File: config.mk
export PLATFORM = sky130hd
export DESIGN_NAME = mem_arbiter
export DESIGN_NICKNAME = d
export VERILOG_FILES = /design/src/rtl/mem_arbiter_pkg.sv /design/src/rtl/rr_grant2.sv /design/src/rtl/mem_arbiter.sv
export SDC_FILE = /design/constraint.sdc
export NUM_CORES = 1
export LEC_CHECK = 0
export BUFFER_PORTS_ARGS = -buffer_cell sky130_fd_sc_hd__buf_2
export CAP_MARGIN = 20
export CELL_PAD_IN_SITES_DETAIL_PLACEMENT = 0
export CELL_PAD_IN_SITES_GLOBAL_PLACEMENT = 1
export CORE_ASPECT_RATIO = 0.75
export CORE_UTILIZATION = 30
export CTS_CLUSTER_DIAMETER = 60
export DETAILED_ROUTE_END_ITERATION = 16
export GPL_ROUTABILITY_DRIVEN = 0
export PLACE_DENSITY = 0.75
export SYNTH_ARGS = -nofsm -noshare
export SYNTH_HDL_FRONTEND = slang
export SYNTH_SLANG_ARGS = --single-unit
export TNS_END_PERCENT = 10
File: constraint.sdc
create_clock -name clk -period 2.1 [get_ports clk]
set_clock_uncertainty 0.2 [all_clocks]
set_input_delay 0.105 -clock clk [delete_from_list [all_inputs] [get_ports clk]]
set_output_delay 0.105 -clock clk [all_outputs]
set_load 0.005 [all_outputs]
File: src/rtl/mem_arbiter_pkg.sv
// Shared types for the two-port memory arbiter: FSM states, port IDs and the
// memory command payload.
package mem_arbiter_pkg;

    localparam int unsigned ADDR_W = 32;
    localparam int unsigned DATA_W = 8;

    typedef enum logic [1:0] {
        IDLE  = 2'd0,
        ISSUE = 2'd1,
        WAIT  = 2'd2,
        DONE  = 2'd3
    } state_e;

    typedef enum logic {
        PORT_A = 1'b0,
        PORT_B = 1'b1
    } port_e;

    typedef struct packed {
        logic [ADDR_W-1:0] addr;
        logic              we;
        logic [DATA_W-1:0] data;
    } mem_cmd_t;

    function automatic port_e other_port(input port_e p);
        return (p == PORT_A) ? PORT_B : PORT_A;
    endfunction

endpackage

File: src/rtl/rr_grant2.sv
// Two-way round-robin grant: on a tie the port not granted last wins.
module rr_grant2
    import mem_arbiter_pkg::*;
(
    input  logic  pend_a_i,
    input  logic  pend_b_i,
    input  port_e last_i,
    output port_e grant_c_o
);

    always_comb begin
        grant_c_o = PORT_A;
        if (pend_a_i && pend_b_i) begin
            grant_c_o = other_port(last_i);
        end else if (pend_b_i) begin
            grant_c_o = PORT_B;
        end
    end

endmodule

File: src/rtl/mem_arbiter.sv
// Arbitrates a fetch port (A) and a data port (B) onto one memory port with
// one-shot level requests, round-robin grant and an ack timeout.
module mem_arbiter
    import mem_arbiter_pkg::*;
#(
    parameter int unsigned TIMEOUT = 255
) (
    input  logic              clk,
    input  logic              reset,
    input  logic              reqA,
    input  logic              reqB,
    input  logic [ADDR_W-1:0] addrA,
    input  logic [ADDR_W-1:0] addrB,
    input  logic              weA,
    input  logic              weB,
    input  logic [DATA_W-1:0] dataInA,
    input  logic [DATA_W-1:0] dataInB,
    output logic [DATA_W-1:0] outA,
    output logic [DATA_W-1:0] outB,
    output logic              busyA,
    output logic              busyB,
    output logic              errA,
    output logic              errB,
    output logic [ADDR_W-1:0] memAddr,
    output logic              memWE,
    output logic [DATA_W-1:0] memDataOut,
    output logic              memReq,
    input  logic [DATA_W-1:0] memDataIn,
    input  logic              memAck
);

    localparam int unsigned CNT_W = (TIMEOUT < 2) ? 1 : $clog2(TIMEOUT);
    localparam logic [CNT_W-1:0] CNT_LAST = CNT_W'(TIMEOUT - 1);

    state_e                   state_q, state_d;
    port_e                    cur_q, cur_d;
    port_e                    last_q, last_d;
    port_e                    grant;
    logic [1:0]               arm_q, arm_d;
    logic [1:0]               busy_q, busy_d;
    logic [1:0]               err_q, err_d;
    logic [1:0][DATA_W-1:0]   out_q, out_d;
    logic                     we_q, we_d;
    logic [CNT_W-1:0]         cnt_q, cnt_d;
    mem_cmd_t                 cmd_q, cmd_d;
    logic                     mem_req_q, mem_req_d;
    logic [1:0]               req;
    logic [1:0]               pend;
    mem_cmd_t                 grant_cmd;

    assign req  = {reqB, reqA};
    assign pend = req & ~busy_q & arm_q;

    rr_grant2 u_rr_grant2 (
        .pend_a_i  (pend[PORT_A]),
        .pend_b_i  (pend[PORT_B]),
        .last_i    (last_q),
        .grant_c_o (grant)
    );

    assign grant_cmd = (grant == PORT_A)
                     ? mem_cmd_t'{addr: addrA, we: weA, data: dataInA}
                     : mem_cmd_t'{addr: addrB, we: weB, data: dataInB};

    // Next-state and registered-output logic; the memory bus is zero outside ISSUE.
    always_comb begin
        state_d   = state_q;
        cur_d     = cur_q;
        last_d    = last_q;
        busy_d    = busy_q;
        err_d     = err_q;
        out_d     = out_q;
        we_d      = we_q;
        cnt_d     = cnt_q;
        cmd_d     = '0;
        mem_req_d = 1'b0;
        arm_d     = arm_q | ~req;

        case (state_q)
            IDLE: begin
                if (|pend) begin
                    state_d       = ISSUE;
                    cur_d         = grant;
                    last_d        = grant;
                    arm_d[grant]  = 1'b0;
                    busy_d[grant] = 1'b1;
                    we_d          = grant_cmd.we;
                    cmd_d         = grant_cmd;
                    mem_req_d     = 1'b1;
                end
            end
            ISSUE: begin
                state_d = WAIT;
                cnt_d   = '0;
            end
            WAIT: begin
                // A late ack on the final wait cycle still counts as success.
                if (memAck) begin
                    state_d       = DONE;
                    busy_d[cur_q] = 1'b0;
                    err_d[cur_q]  = 1'b0;
                    if (!we_q) begin
                        out_d[cur_q] = memDataIn;
                    end
                end else if (cnt_q == CNT_LAST) begin
                    state_d       = DONE;
                    busy_d[cur_q] = 1'b0;
                    err_d[cur_q]  = 1'b1;
                end else begin
                    cnt_d = cnt_q + CNT_W'(1);
                end
            end
            DONE: begin
                state_d = IDLE;
            end
            default: begin
                state_d = IDLE;
            end
        endcase
    end

    always_ff @(posedge clk or posedge reset) begin
        if (reset) begin
            state_q   <= IDLE;
            cur_q     <= PORT_A;
            last_q    <= PORT_B;
            arm_q     <= 2'b11;
            busy_q    <= '0;
            err_q     <= '0;
            out_q     <= '0;
            we_q      <= 1'b0;
            cnt_q     <= '0;
            cmd_q     <= '0;
            mem_req_q <= 1'b0;
        end else begin
            state_q   <= state_d;
            cur_q     <= cur_d;
            last_q    <= last_d;
            arm_q     <= arm_d;
            busy_q    <= busy_d;
            err_q     <= err_d;
            out_q     <= out_d;
            we_q      <= we_d;
            cnt_q     <= cnt_d;
            cmd_q     <= cmd_d;
            mem_req_q <= mem_req_d;
        end
    end

    assign outA       = out_q[PORT_A];
    assign outB       = out_q[PORT_B];
    assign busyA      = busy_q[PORT_A];
    assign busyB      = busy_q[PORT_B];
    assign errA       = err_q[PORT_A];
    assign errB       = err_q[PORT_B];
    assign memAddr    = cmd_q.addr;
    assign memWE      = cmd_q.we;
    assign memDataOut = cmd_q.data;
    assign memReq     = mem_req_q;

endmodule

# Word-level counts from Yosys, hierarchy flattened
# Cells that the tools add are included.
# word_totals
regBits	77
out_inout_bits	62
in_bits	95
elab_cells	84
# classes
bitwise_logic	13
add_sub_neg	1
reduce_logical	14
eq_ne	8
n_mux	30
n_lt_le_gt_ge	4
# ops
cell	n
41-bit two-way mux	3
8-bit two-way mux	3
2-bit two-way mux	10
16-bit bitwise mux	1
8-bit case mux with 2 select lines	1
2-bit bitwise AND	5
3-bit AND reduction	3
8-bit by 1-bit adder with 8-bit output (second input constant)	1
8-bit demux with 1-bit select	1
8-bit == test (second input constant)	1
2-bit NOT	4
2-bit case mux with 4 select lines	1
1-bit two-way mux	7
2-bit != test (second input constant)	3
2-bit bitwise OR	3
2-bit AND reduction	3
2-bit nonzero test	3
2-bit == test (second input constant)	2
1-bit by 2-bit < comparator with 1-bit output (second input constant)	2
2-bit case mux with 2 select lines	1
1-bit logical AND	3
3-bit != test (second input constant)	1
1-bit demux with 1-bit select	2
2-bit by 1-bit == test with 1-bit output (second input constant)	1
4 further kinds	5

# Logic depth before layout (Yosys ltp)
# logic_depth
depth_word	13
mapped_depth	8
ltp_nobuf	6

# Cells and area by module
# From an unflattened synthesis, not the netlist that was laid out.
# unflattened
cells_unflattened	261
area_unflattened_um2	3216.8
# by_module_without_submodules
module	cells_per_inst	instances	seq_area_each_um2	area_each_um2
mem_arbiter	260	1	1930.6	3205.6
rr_grant2	1	1	0.0	11.3

# Worst setup path after synthesis
# No wires, ideal clock.
# synth_timing
path_type	reg2reg
startpoint	reg state_q[0]
endpoint	reg out_q, in the netlist outA[0]
arrival_ns	1.599
setup_ns	0.125
stages_incl_launch_ff	7
setup_slack_ns	0.176
synth_period_minus_slack_ns	1.924
path_buffers	1
t_required_ns	1.775
path_cell_list	dfrtp_1 inv_1 ha_1 buf_4 inv_2 nor4b_4 mux2_2
# synth_between
elab_chain_len	2
# synth_rtl
item	line	rtl
from (decl)	mem_arbiter.sv:35	state_e state_q, state_d;
from (signal assigned)	mem_arbiter.sv:136	state_q <= state_d;
2-bit == test	mem_arbiter.sv:79	case (state_q)
3-bit AND reduction (no source line)	n/a	
to (signal assigned)	mem_arbiter.sv:142	out_q <= out_d;
to (decl)	mem_arbiter.sv:42	logic [1:0][DATA_W-1:0] out_q, out_d;
# Every way passes these cells.
# A chain may end at the register's enable or synchronous reset.

# Worst setup path after layout
# layout_timing
startpoint	reg state_q[0]
endpoint	reg cnt_q[6]
# layout_between
elab_chain_len	3
word_cells_on_any_way	7
classes_between	4 x eq/ne; 1 x mux; 2 x reduce/logical
# layout_rtl
item	line	rtl
2-bit == test or 2-bit by 1-bit == test with 1-bit output (tied branches)	mem_arbiter.sv:79	
2-bit != test (no source line) or 2-bit nonzero test (tied branches)	n/a	
3-bit AND reduction (no source line)	n/a	
to (signal assigned)	mem_arbiter.sv:144	cnt_q <= cnt_d;
to (decl)	mem_arbiter.sv:44	logic [CNT_W-1:0] cnt_q, cnt_d;
# Parallel ways exist; a longest one is shown, timed or not.

==> metrics.yaml <==
status: "complete, no violations"
critPathCaptureType: "flop"
cts.clk_slew.worst_paths_ns: 0.06
die_w_um: 122.8
grt_antenna_before_repair: 0
tightest_slew_ns: 0.6148
netlist_instances: 314
via_count: 3239
cts_hold_buf: 94
grtUsageMet1: 0.2065
r2r-end: "cnt_q[6]"
hold_ws_ns: 0.2094
cp.required_ns: 2.11
final.min_clock_period_ns: 1.952
grt_max_degree: 45
post_cts_resized: 0
crit_path_max_fanout: 5
core-area_mm2: 0.01045
grt_first_pass_wirelength_mm: 15.61
use_met2: 0.3052
placed_cell_area_mm2: 0.004293
io_pins: 157
synthSimpleGateAreaFrac: 0.1476
endpoint: "cnt_q[6]"
power.total_mw: 5.805
dp_slack_ns: 0.1379
first_pass_iters: 4
clk_latency_ns: 0.33
synth_seq_area_share: 0.5885
diodes: 0
cts_made_buffers: 9
drive_above_1_share: 0.3717
setup_ws_ns: 0.1475
cp-startpoint: "state_q[0]"
ys_ff_latch: 77
post-cts-setup-buffers: 0
synth.area.mux_share: 0.07666
track_usage: 0.1802
die-area_mm2: 0.01136
syn_to_final_growth_pct: 68.12
rows: 32
ys.flop_type: "dfrtp_1"
ys_types: 39
wl_mm: 9.792
routedWlPerCell_um: 13.81
stdcell_area_mm2: 0.005515
final_nets: 668
numPortBuffers: 156
start_util: 0.3139
final.fill_count: 932
synthArstFlopShare: 1.000
fmax_mhz: 512.2
setup_viol: 0
synth_edf_count: 0
grt_busiest_layer: "met2"
postRouteAntennaNets: 0
synth_nets: 414
drt_iter0_markers: 130
p_per_area_mw_per_mm2: 1053
hp-class: "input port to async pin"
syn_area_per_cell_um2: 10.45
synth_compound_area_frac: 0.1228
first_global_vias: 3433
max_cap_viol_count: 0
ys_warn_count: 0
rsz0062_at_grt: "no"
fin_crit_sh: 0.9297
grt_overflow: 0
htree_levels: 3
die_h_um: 92.57
dp.final_hpwl_mm: 6.325
cts-root-buf: "clkbuf_16"
reg2reg_slack_ns: 0.15
critPathArrivalTime_ns: 1.96
slew_headroom: 0.5893
hold_viol_final: 0
cts.sinks: 77
synth_fa_ha_area_frac: 0.01907
drv_slew: 0
clk_path_buf_depth: 2
synth_xor_area_frac: 0.005339
syn_area_mm2: 0.003281
start_kind: "flop"
met3_usage: 0.05850
cts_tree: "built"
r2r_cells: 7
vdd_drop_max_mv: 0.4443
setup_tns_ns: 0
route.detailed.drc: 0
power_leakage_nw: 2.858
r2r_start: "state_q[0]"
via_per_inst: 4.568
critical_path_class: "flop to flop"
synth_top_family_by_area: "simple AND/OR/NAND/NOR gates"
power breakdown:
| part | internal [mW] | switching, mW | total, mW |
|---|---|---|---|
| registers | 1.95 | 0.256 | 2.21 |
| logic | 1.05 | 1.11 | 2.15 |
| clock network | 0.816 | 0.631 | 1.45 |
| total | 3.81 | 1.99 | 5.80 |
metal layers:
metal / vias to the layer above / share of wire
met5: - / 0
met1: 1523 / 0.41
met2: 132 / 0.49
met4: 0 / 0.022
met3: 20 / 0.074
li1: 1564 / -
synthesized netlist by cell type (all sizes together) (2+ instances only):
cell type  count  area share
a211oi         3      0.0084
a21oi         46       0.072
a22o           2      0.0053
a31oi          4      0.0076
buf           16       0.025
clkbuf         4      0.0046
dfrtp         74        0.56
dfstp          3       0.024
ha             5       0.019
inv            9       0.010
mux2          17       0.058
mux2i          6       0.018
nand2         93        0.11
nand3          3      0.0046
nand3b         2      0.0046
nand4          3      0.0057
nor2b          2      0.0038
o211ai         2      0.0046
o21ai          2      0.0031
o22ai          3      0.0057
xnor2          2      0.0053
cells in the final DEF, fill, tap and decap left out, types with 3 or more instances in the layout:
master	Yosys	routed
a21oi_1	44	44
a31oi_1	4	4
buf_12	0	4
buf_2	15	156
buf_4	1	9
clkbuf_16	0	9
dfrtp_1	74	74
dfstp_2	3	3
dlygate4sd3_1	0	94
ha_1	5	5
inv_1	8	7
inv_6	0	4
mux2_2	16	16
mux2i_1	6	6
nand2_1	93	93
nand3_1	3	3
nand4_1	3	3
o22ai_1	3	3
how the worst min path moves through the flow:
stage / from / endpoint / slack [ns]
finish: reset / memAddr[5] / 0.21
global route: reset / outB[5] / 0.26
CTS: reset / outB[5] / 0.20
detailed placement: reset / outB[5] / 0.02
global placement: reset / memAddr[5] / 0.01
floorplan: addrB[0] / memAddr[0] / 0.04
per-stage QoR:
stage,utilization,instances
floorplan,-,314
global placement,0.4108,599
detailed placement,0.4108,599
CTS,0.5278,709
global route,0.5278,709
finish,0.5278,709
cells by family after synthesis:
kind of cell,count (synthesis)
compound gates,67
xor+xnor,2
fa+ha+maj,5
buf+inv,29
flops,77
mux,23
simple gates,111
flip-flops by register name, indices dropped and copies added, names as in the netlist, 2 cells and up, named ones only:
register / flops
arm_q: 2
state_q: 2
busy_q: 2
memAddr: 32
outA: 8
memDataOut: 8
outB: 8
cnt_q: 8
critical path: stages (launching register included):
cell,delay [ns]
dfrtp_1,0.40
inv_1,0.09
ha_1,0.25
buf_4,0.18
nand3_1,0.08
a211oi_2,0.34
nand4_1,0.16
mux2i_1,0.14
layout make-up:
class / instances / area [um^2] / share of cell area
clock buffer: 9 / 225.2 / 0.04083
clock inverter: 7 / 56.30 / 0.01021
inverter: 9 / 37.54 / 0.006806
multi-input combinational: 208 / 1226 / 0.2223
sequential: 77 / 1931 / 0.3500
tap: 136 / 170.2 / 0.03085
timing repair buffer: 263 / 1869 / 0.3389
(Power assumes the default switching activity.)
